**config.mk**
```make
export PLATFORM = sky130hd
export DESIGN_NAME = prog_clock_div
export DESIGN_NICKNAME = d
export VERILOG_FILES = /design/src/rtl/prog_clock_div.sv
export SDC_FILE = /design/constraint.sdc
export NUM_CORES = 1
export LEC_CHECK = 0
export ABC_AREA = 1
export CAP_MARGIN = 20
export CORE_MARGIN = 8
export CORE_UTILIZATION = 40
export CTS_CLUSTER_DIAMETER = 150
export DETAILED_ROUTE_END_ITERATION = 12
export GPL_TIMING_DRIVEN = 0
export PLACE_DENSITY = 0.59
export SLEW_MARGIN = 20
export SYNTH_ARGS = -nofsm -noshare
export SYNTH_HDL_FRONTEND = slang
export SYNTH_SLANG_ARGS = --single-unit
```
**constraint.sdc**
```tcl
create_clock -name clock -period 3.4 [get_ports clock]
set_input_delay 0.34 -clock clock [delete_from_list [all_inputs] [get_ports clock]]
set_output_delay 0.34 -clock clock [all_outputs]
set_load 0.05 [all_outputs]
```
**src/rtl/prog_clock_div.sv**
```systemverilog
// Multi-channel programmable divider: each channel yields a per-period tick and
// either a 50% square wave or a one-cycle strobe, with divisor changes taking effect only at period boundaries.
module prog_clock_div #(
    parameter int NUM_CH      = 4,
    parameter int CNT_W       = 16,
    parameter int DEFAULT_DIV = 17
) (
    input  logic                    clock,
    input  logic                    reset,
    input  logic [NUM_CH-1:0]       enable,
    input  logic [NUM_CH-1:0]       mode,
    input  logic [NUM_CH-1:0]       load,
    input  logic [NUM_CH*CNT_W-1:0] divisor,
    output logic [NUM_CH-1:0]       div_clock,
    output logic [NUM_CH-1:0]       tick,
    output logic [NUM_CH-1:0]       pending
);

    localparam logic [CNT_W-1:0] DEF_DIV = CNT_W'(DEFAULT_DIV);
    localparam logic [CNT_W-1:0] ONE     = CNT_W'(1);

    genvar gi;
    generate
        for (gi = 0; gi < NUM_CH; gi++) begin : ch_g
            logic [CNT_W-1:0] count_q, count_d;
            logic [CNT_W-1:0] active_q, active_d;
            logic [CNT_W-1:0] shadow_q, shadow_d;
            logic             dclk_q, dclk_d;
            logic             tick_q, tick_d;
            logic             pend_q, pend_d;
            logic [CNT_W-1:0] slice;
            logic             at_end;

            assign slice  = divisor[gi*CNT_W +: CNT_W];
            assign at_end = (count_q == (active_q - ONE));

            always_comb begin
                count_d  = count_q;
                active_d = active_q;
                shadow_d = shadow_q;
                dclk_d   = dclk_q;
                tick_d   = 1'b0;
                pend_d   = pend_q;

                if (enable[gi]) begin
                    if (at_end) begin
                        count_d = '0;
                        tick_d  = 1'b1;
                        dclk_d  = mode[gi] ? 1'b1 : ~dclk_q;
                        if (pend_q) begin
                            active_d = shadow_q;
                            pend_d   = 1'b0;
                        end
                    end else begin
                        count_d = count_q + ONE;
                        if (mode[gi]) begin
                            dclk_d = 1'b0;
                        end
                    end
                end else begin
                    if (mode[gi]) begin
                        dclk_d = 1'b0;
                    end
                    // An idle channel has no period to finish, so a queued divisor starts a fresh period now.
                    if (pend_q) begin
                        active_d = shadow_q;
                        pend_d   = 1'b0;
                        count_d  = '0;
                    end
                end

                // Load is applied last so a boundary-coincident load queues behind the promoted shadow.
                if (load[gi]) begin
                    shadow_d = (slice == '0) ? ONE : slice;
                    pend_d   = 1'b1;
                end
            end

            always_ff @(posedge clock) begin
                if (reset) begin
                    count_q  <= '0;
                    active_q <= DEF_DIV;
                    shadow_q <= DEF_DIV;
                    dclk_q   <= 1'b0;
                    tick_q   <= 1'b0;
                    pend_q   <= 1'b0;
                end else begin
                    count_q  <= count_d;
                    active_q <= active_d;
                    shadow_q <= shadow_d;
                    dclk_q   <= dclk_d;
                    tick_q   <= tick_d;
                    pend_q   <= pend_d;
                end
            end

            assign div_clock[gi] = dclk_q;
            assign tick[gi]      = tick_q;
            assign pending[gi]   = pend_q;
        end
    endgenerate

endmodule
```
==> Yosys cells after proc, flatten, opt, wreduce, memory -nomap -nowiden <==
Cells that the tools add are included.
{ "op_classes": {"bitwise_logic": 8, "eq_ne": 12, "n_reduce_logical": 12, "n_addsub": 8, "muxes": 60} }
{ "ops": {"columns": ["operator", "count"], "rows": [
  ["2-to-1 mux 16 bit", 28],
  ["adder 16 x 1 -> 16 bit (second input constant)", 4],
  ["== test 16 bit", 4],
  ["logical NOT 16 bit", 4],
  ["subtractor 16 x 1 -> 16 bit (second input constant)", 4],
  ["2-to-1 mux 1 bit", 32],
  ["!= test 3 x 1 -> 1 bit (second input constant)", 4],
  ["!= test 2 x 1 -> 1 bit (second input constant)", 4],
  ["inverter 1 bit", 8],
  ["nonzero test 2 bit", 4],
  ["OR reduction 2 bit", 4]
]} }
{ "word_totals": {"wordCells": 124, "in_bits": 78, "out_inout_bits": 12, "regBits": 204} }

==> Depth between registers and ports, before layout <==
{ "depth": {"ltp_word": 5, "mapped_depth": 18, "ltp_nobuf": 17} }

==> Worst setup path after synthesis <==
No wires, ideal clock.
{ "synth_timing": {"path_type": "register -> register", "start": "reg ch_g[3].active_q[0]", "end": "reg ch_g[3].active_q[11]", "path_stages_with_launch": 16, "synth_period_minus_slack_ns": 2.002, "t_required_ns": 3.285, "slack_ns": 1.398, "setup_time_ns": 0.115, "arrival_ns": 1.887, "n_path_buf": 1, "path_cell_list": "dfxtp_1 > inv_1 > ha_1 > nand3_4 > nor2_4 > xor2_1 > nand2_1 > inv_1 > nand2_1 > nor2_1 > nand2_2 > nand2_4 > buf_4 > nand3_1 > nand2_1 > nor2_1"} }
{ "synth_via": {"elab_chain_cells": 3} }
{ "synth_lines": {"columns": ["element", "line_no", "rtl"], "rows": [
  ["start, declared", "26", "logic [CNT_W-1:0] active_q, active_d;"],
  ["start signal, assigned", "89", "active_q <= active_d;"],
  ["subtractor 16 x 1 -> 16 bit", "35", "assign at_end = (count_q == (active_q - ONE));"],
  ["== test 16 bit", "35", null],
  ["!= test 2 x 1 -> 1 bit (no line)", null, null]
]} }
No other way between the ends.
A chain may end at the register's enable or synchronous reset.

==> Worst setup path after layout <==
{ "layout_timing": {"start": "in reset", "end": "reg ch_g[0].count_q[8]"} }
{ "layout_lines": {"columns": ["element", "line_no", "rtl"], "rows": [
  ["start, declared", "9", "input logic reset,"],
  ["end signal, assigned", "88", "count_q <= count_d;"],
  ["end, declared", "25", "logic [CNT_W-1:0] count_q, count_d;"]
]} }
No word-level cell between the ends.

==> metrics.yaml <==
setup_total_negative_slack_ns: 0
ioPinCount: 90
rsz0062_at_grt: "false"
num-fill-cells: 3137
final_nets: 2046
ys.warnings.count: 0
syn_inst: 1849
p_leak_nw: 5.97
m1WireLength_um: 16000
seq_area_frac_synth_pct: 34.0
detailedRoute.firstPassIterationCount: 5
post_cts_buffers: 0
relative_area_change_from_synthesis_to_final_layout_pct: 17.6
max-vdd-ir-drop_mv: 0.417
vert_die_dim_um: 189
clock_tree.buffer_depth: 3
clk_root_buffer_cell: "sky130_fd_sc_hd__clkbuf_16"
power_density_normalized_to_cell_area_mw_per_mm2: 431
cp-start-kind: "input pin"
synth_top_cell_by_area: "sky130_fd_sc_hd__dfxtp_1"
synth_top_area_share_pct: 34.0
die_w_um: 189
grt-ovfl-total: 0
dp_cells: 2324
routed_wirelength_um: 34300
cts_hold_repair.buffers: 0
routed-wl-met3_um: 1660
numClockSinks: 204
groute.usage.overall_pct: 19.2
detailedPlace.worstSlack_ns: 0.430
worst_path_buf_inv: 4
fp.coreArea_mm2: 0.0296
dr.first_iter.drc_count: 757
critPathCaptureType: "flop"
timing.clock.skew_ns: 0.0211
cts.repair.resized: 0
detail_route.drc_violations: 0
grt_first_pass_wirelength_um: 57400
post_synth_num_cell_types: 39
instances_no_fill: 2368
synth_compound_area_share_pct: 10.8
final_count_of_pins_violating_max_slew: 0
number_of_antenna_violations_at_the_first_check_in_global_routing: 5
post-route-period-util_pct: 72.2
cap_viol_max_count: 0
place.detailed.hpwl_um: 26500
synth_edf_count: 0
htreeDepth: 1
synthesis.area_mm2: 0.0120
buffer_ports.inserted: 85
pin_count_of_the_biggest_net_entering_global_routing: 15
placement_rows: 63
max_stage_delay_ns: 0.64
tritoncts_clock_tree: "yes"
crit_top_cell: "sky130_fd_sc_hd__clkbuf_1"
clkLatencyLatePin_ns: 0.53
synth_simple_gate_area_share_pct: 37.4
finalCoreUtilization_pct: 47.7
initial_core_utilization_pct: 40.5
synth_common_cells: "425 x sky130_fd_sc_hd__nand2_1, 277 x sky130_fd_sc_hd__nor2_1, 208 x sky130_fd_sc_hd__inv_1"
synth.avg_cell_area_um2: 6.50
highest_layer: "met5"
drtAntennaViolNets: 0
critPathRequiredTime_ns: 3.76
layout-drive-gt1-share_pct: 6.07
setup-violations-final: 0
worstPathCellList: "clkdlybuf4s50_1 > clkbuf_1 > clkbuf_1 > clkbuf_1 > a21oi_1"
synth_nets: 1935
worst_slew_margin_rel_pct: 40.0
crit_slowest_cell: "sky130_fd_sc_hd__clkbuf_1"
min_path_type: "input pin to flop"
xor_xnor_fraction_of_synth_area_pct: 5.98
timing.critical_path.arrival_ns: 2.82
run_status: "finished clean"
path_class: "input pin to flop"
setup_slack_ns: 0.944
avg_vias_per_cell: 5.00
synth-seq-cells: 204
vias_in_the_first_global_route: 11500
post_synth_fa_ha_maj_area_fraction_pct: 0.833
final.min_clock_period_ns: 2.46
cpLargestDelayFamily: "buffers and inverters"
yosysMostFrequentCell: "sky130_fd_sc_hd__nand2_1"
avgRoutedWirePerCell_um: 14.5
post_synth_main_area_contributors: "sky130_fd_sc_hd__dfxtp_1 34%, sky130_fd_sc_hd__nand2_1 13%, sky130_fd_sc_hd__nor2_1 8.7%, sky130_fd_sc_hd__nand3_1 7.0%, sky130_fd_sc_hd__inv_1 6.5%"
synthFlopType: "sky130_fd_sc_hd__dfxtp_1"
dr_total_vias: 11800
largest_family_of_logic_cells_by_synthesized_area: "simple AND/OR/NAND/NOR gates"
cp_max_fo: 10
clock_transition_at_the_registers_of_the_reported_paths_ns: 0.06
worst-slew-pin-transition_ns: 0.900
share_of_synthesized_registers_carrying_an_async_set_or_reset_pct: 0
final-hold-violation-count: 0
synthMuxAreaShare_pct: 0
max_freq_mhz: 407
finalWeightedCongestion: 0.880
cts_buffers: 24
detailroute.wirelength.met2_um: 15800
floorplan.die_area_mm2: 0.0358
[path summary, 6_finish.rpt]
kind                       startpoint                   end  slack [ns]  depth (start not counted)
hold / removal              enable[0]    ch_g[0].count_q[4]        0.26                          3
setup reg to reg  ch_g[3].active_q[0]  ch_g[3].active_q[10]        1.05                         15
setup / recovery                reset    ch_g[0].count_q[8]        0.94                          5
hold reg to reg   ch_g[2].shadow_q[4]   ch_g[2].shadow_q[4]        0.46                          2
[where the power goes]
group	switching [W]	internal (W)	leakage, nW
Sequential	0.0000867	0.00250	1.67
Combinational	0.000609	0.000379	3.93
Clock	0.00106	0.00146	0.365
[per-stage QoR]
| stage | hold WS [ns] | instance area (µm²) | power, W |
|---|---|---|---|
| 4_1_cts | 0.248 | 14100 | 0.00616 |
| 3_5_place_dp | 0.449 | 13300 | 0.00363 |
| 2_1_floorplan | 0.430 | 12000 | 0.00331 |
| 5_1_grt | 0.272 | 14100 | 0.00642 |
| 6_report | 0.263 | 14100 | 0.00609 |
| 3_3_place_gp | 0.440 | 13300 | 0.00361 |
[cells in the final DEF (no fill, tap or decap), types with 5 or more instances in the layout]
master,synthesis,final
sky130_fd_sc_hd__nand4_1,48,48
sky130_fd_sc_hd__nand2_2,7,7
sky130_fd_sc_hd__clkinvlp_4,0,5
sky130_fd_sc_hd__ha_1,8,8
sky130_fd_sc_hd__a211oi_1,56,56
sky130_fd_sc_hd__a21oi_1,128,128
sky130_fd_sc_hd__xor2_1,55,55
sky130_fd_sc_hd__o21ai_0,32,32
sky130_fd_sc_hd__buf_2,10,10
sky130_fd_sc_hd__inv_2,7,7
sky130_fd_sc_hd__nor2_4,5,5
sky130_fd_sc_hd__nor4_1,29,29
sky130_fd_sc_hd__dfxtp_1,204,204
sky130_fd_sc_hd__clkdlybuf4s50_1,0,85
sky130_fd_sc_hd__nand2_1,425,425
sky130_fd_sc_hd__xnor2_1,27,27
sky130_fd_sc_hd__nand3b_1,19,19
sky130_fd_sc_hd__inv_1,208,208
sky130_fd_sc_hd__nor3_1,9,9
sky130_fd_sc_hd__clkbuf_16,0,24
sky130_fd_sc_hd__buf_1,11,11
sky130_fd_sc_hd__buf_4,23,23
sky130_fd_sc_hd__nor2_1,277,277
sky130_fd_sc_hd__nand3_1,169,169
sky130_fd_sc_hd__nor2_2,9,9
sky130_fd_sc_hd__clkbuf_1,48,52
[worst reg2reg max path: cells and delay by family (launching register included)]
| kind | cells | cell delay (ns) |
|---|---|---|
| flip-flops | 1 | 0.33 |
| AND/OR/NAND/NOR | 10 | 1.07 |
| XOR/XNOR | 1 | 0.21 |
| buffers and inverters | 3 | 0.38 |
| adder cells (fa/ha/maj) | 1 | 0.26 |
[logic make-up after synthesis]
group	Yosys count
xor+xnor	82
simple gates	1017
flops	204
compound gates	225
fa+ha+maj	8
buf+inv	313
[layout make-up]
class	instances	area [µm²]	share of cell area, %
diodes	1	2.50	0.0177
plain buffers	98	519	3.68
clock buffers	31	657	4.65
clock inverters	12	120	0.850
inverters	215	807	5.71
multi-input cells	1332	6600	46.7
flip-flops and latches	204	4080	28.9
well taps	390	488	3.45
repair buffers	85	851	6.02
[flip-flops by register name, summed over array words and instances, names as in the netlist]
| signal | cells |
|---|---|
| ch_g.count_q | 64 |
| ch_g.tick_q | 4 |
| ch_g.dclk_q | 4 |
| ch_g.active_q | 64 |
| ch_g.pend_q | 4 |
| ch_g.shadow_q | 64 |
[routing by layer]
metal  GRT usage [%]  vias to the layer above
li1                -                     6198
met5               0                        -
met3            3.29                       57
met2            32.8                      233
met4            4.57                        8
met1            24.7                     5341
Power figures use the tool's default switching activity.
==> patch, RTL diff (config.mk and constraints unchanged) <==
Change the parameter `NUM_CH` from 4 to 2.
--- a/src/rtl/prog_clock_div.sv
+++ b/src/rtl/prog_clock_div.sv
@@ -1,7 +1,7 @@
 // Multi-channel programmable divider: each channel yields a per-period tick and
 // either a 50% square wave or a one-cycle strobe, with divisor changes taking effect only at period boundaries.
 module prog_clock_div #(
-    parameter int NUM_CH      = 4,
+    parameter int NUM_CH      = 2,
     parameter int CNT_W       = 16,
     parameter int DEFAULT_DIV = 17
 ) (
Interface: changed (7 resized); port bits go from 90 to 46. The function was not compared with the original's and may differ.
==> patch against the original RTL <==
  * Hold slack improved by 0.20 ns
  * Routed wire length fell by 54%
  * Synthesized area fell by 51%
  * Largest power group unchanged
  * Clock power fell by 59%
  * Sequential cell count fell by 102
  * Via count fell by 52%
  * First-iteration DRC count fell by 55%
  * Total power fell by 54%
  * Core utilization fell by 0.22 points
  * Count of clock-buffer cells in the layout fell by 21
  * Non-clock buffer count fell by 93
  * Design area fell by 51%
  * Worst setup slack improved by 0.13 ns
==> patch: results (changes against the original RTL) <==
* Run status: finished clean (unchanged)
* Global-route usage over all layers: 0.178 (was 0.192)
* Clock slew at the register clock pins of the worst setup and hold paths: 0.08 ns (was 0.06 ns)
- The signal arrival time at the worst endpoint is 2.58 ns (was 2.82 ns).
- The via count is 5623 (was 11837).
- The post-detailed-placement half-perimeter wirelength is 12300 µm (was 26500 µm).
* Number of levels in the clock H-tree: 3 (was 1)
* Largest registers: ch_g.active_q (32), ch_g.count_q (32), ch_g.shadow_q (32) (was ch_g.active_q (64), ch_g.count_q (64), ch_g.shadow_q (64))
- Number of different library cells in the post-synthesis netlist: 36 (was 39)
- Net count after synthesis: 944 (was 1935)
* Maximum cell stage delay along the critical path: 0.36 ns (was 0.64 ns)
- The pin count of the biggest net entering global routing came to 19 (was 15).
- The per-cell routed wire length came to 13.9 µm (was 14.5 µm).
* Clock Latency Late Sink: 0.36 ns (was 0.53 ns)
* WHS Path Cells: 2 (was 3)
* Number of buffers inserted during clock tree synthesis: 9 (was 24)
- The reg2reg setup slack came to 1.07 ns (was 1.05 ns).
- Main area contributors after synthesis: sky130_fd_sc_hd__dfxtp_1 34%, sky130_fd_sc_hd__nand2_1 12%, sky130_fd_sc_hd__nor2_1 9.0% (was sky130_fd_sc_hd__dfxtp_1 34%, sky130_fd_sc_hd__nand2_1 13%, sky130_fd_sc_hd__nor2_1 8.7%)
- Maximum clock path buffer count: 2 (was 3)
- The count of input and output buffers came to 44 (was 85).
- The slowest library cell on the worst path was sky130_fd_sc_hd__dfxtp_1 (was sky130_fd_sc_hd__clkbuf_1).
* Maximum ir drop on the vdd rail: 0.271 mV (was 0.417 mV)
* Share of cells above drive strength 1: 0.0635 (was 0.0607)
* Length in cells of the worst reg-to-reg path: 16 (was 15)
- The slew of the pin with the lowest slew margin came to 0.613 ns (was 0.900 ns).
* Sequential share of the synthesized area: 0.344 (was 0.340)
* Global-route wire length before repair: 26900 µm (was 57400 µm)
- Top post-synthesis cells by count: 196 x sky130_fd_sc_hd__nand2_1, 142 x sky130_fd_sc_hd__nor2_1, 102 x sky130_fd_sc_hd__dfxtp_1, 88 x sky130_fd_sc_hd__inv_1, 88 x sky130_fd_sc_hd__nand3_1 (was 425 x sky130_fd_sc_hd__nand2_1, 277 x sky130_fd_sc_hd__nor2_1, 208 x sky130_fd_sc_hd__inv_1, 204 x sky130_fd_sc_hd__dfxtp_1, 169 x sky130_fd_sc_hd__nand3_1)
==> patch: cell types whose count changed in the layout (fill, tap and decap cells not counted), moves of 69 or more <==
cell / delta
sky130_fd_sc_hd__nand2_1: -229
sky130_fd_sc_hd__nor2_1: -135
sky130_fd_sc_hd__inv_1: -120
sky130_fd_sc_hd__dfxtp_1: -102
sky130_fd_sc_hd__nand3_1: -81
sky130_fd_sc_hd__a21oi_1: -69
==> patch: area by class of cell <==
| cell class | count | area (µm²) | share of cell area |
|---|---|---|---|
| multi-input combinational | 654 | 3280 | 0.476 |
| sequential | 102 | 2040 | 0.296 |
| timing repair buffer | 44 | 440 | 0.0639 |
| inverter | 98 | 368 | 0.0533 |
| buffer | 46 | 244 | 0.0354 |
| clock buffer | 10 | 239 | 0.0347 |
| tap | 184 | 230 | 0.0334 |
| clock inverter | 6 | 53.8 | 0.00780 |
==> patch: stage by stage <==
step	instances	area, µm²	hold slack, ns	setup WS [ns]
after global routing	1144	6900	0.489	0.736
after detailed placement	1128	6600	0.457	1.03
after CTS	1144	6900	0.471	1.01
after global placement	1128	6600	0.445	1.05
final	1144	6900	0.466	1.07
after floorplan	900	5930	0.430	1.47
==> patch: path summary, 6_finish.rpt <==
path,to,from
worst max-delay path,ch_g[0].active_q[11],ch_g[0].active_q[0]
worst min-delay path,ch_g[0].shadow_q[3],ch_g[0].shadow_q[3]
worst max register to register,ch_g[0].active_q[11],ch_g[0].active_q[0]
worst min register to register,ch_g[0].shadow_q[3],ch_g[0].shadow_q[3]
==> patch: layer usage <==
layer,track usage,up-vias,share of wire
met2,0.302,65,0.47
met1,0.226,2522,0.49
met5,0,-,0
met4,0.0627,0,0.016
met3,0.0241,16,0.025
li1,-,3020,-
==> patch: cells by family (layout without fill, tap and decap cells) <==
family,after synthesis,count (layout),share of synthesized area
buf+inv,144,204,0.103
compound gates,106,106,0.102
xor+xnor,45,45,0.0687
simple gates,499,499,0.373
flops,102,102,0.344
fa+ha+maj,4,4,0.00844
==> patch: report_power, final <==
group	internal, mW	total, mW	leakage (nW)	switching (mW)
Sequential	1.25	1.30	0.836	0.0492
Combinational	0.188	0.475	1.84	0.287
Clock	0.529	1.03	0.141	0.499
Total	1.97	2.80	2.82	0.836
==> patch: worst max-delay path, delay by kind of cell, from the launching register on <==
family	cells	cell delay (ns)
simple gates	13	1.37
flops	1	0.36
buf+inv	2	0.27
fa+ha+maj	1	0.19
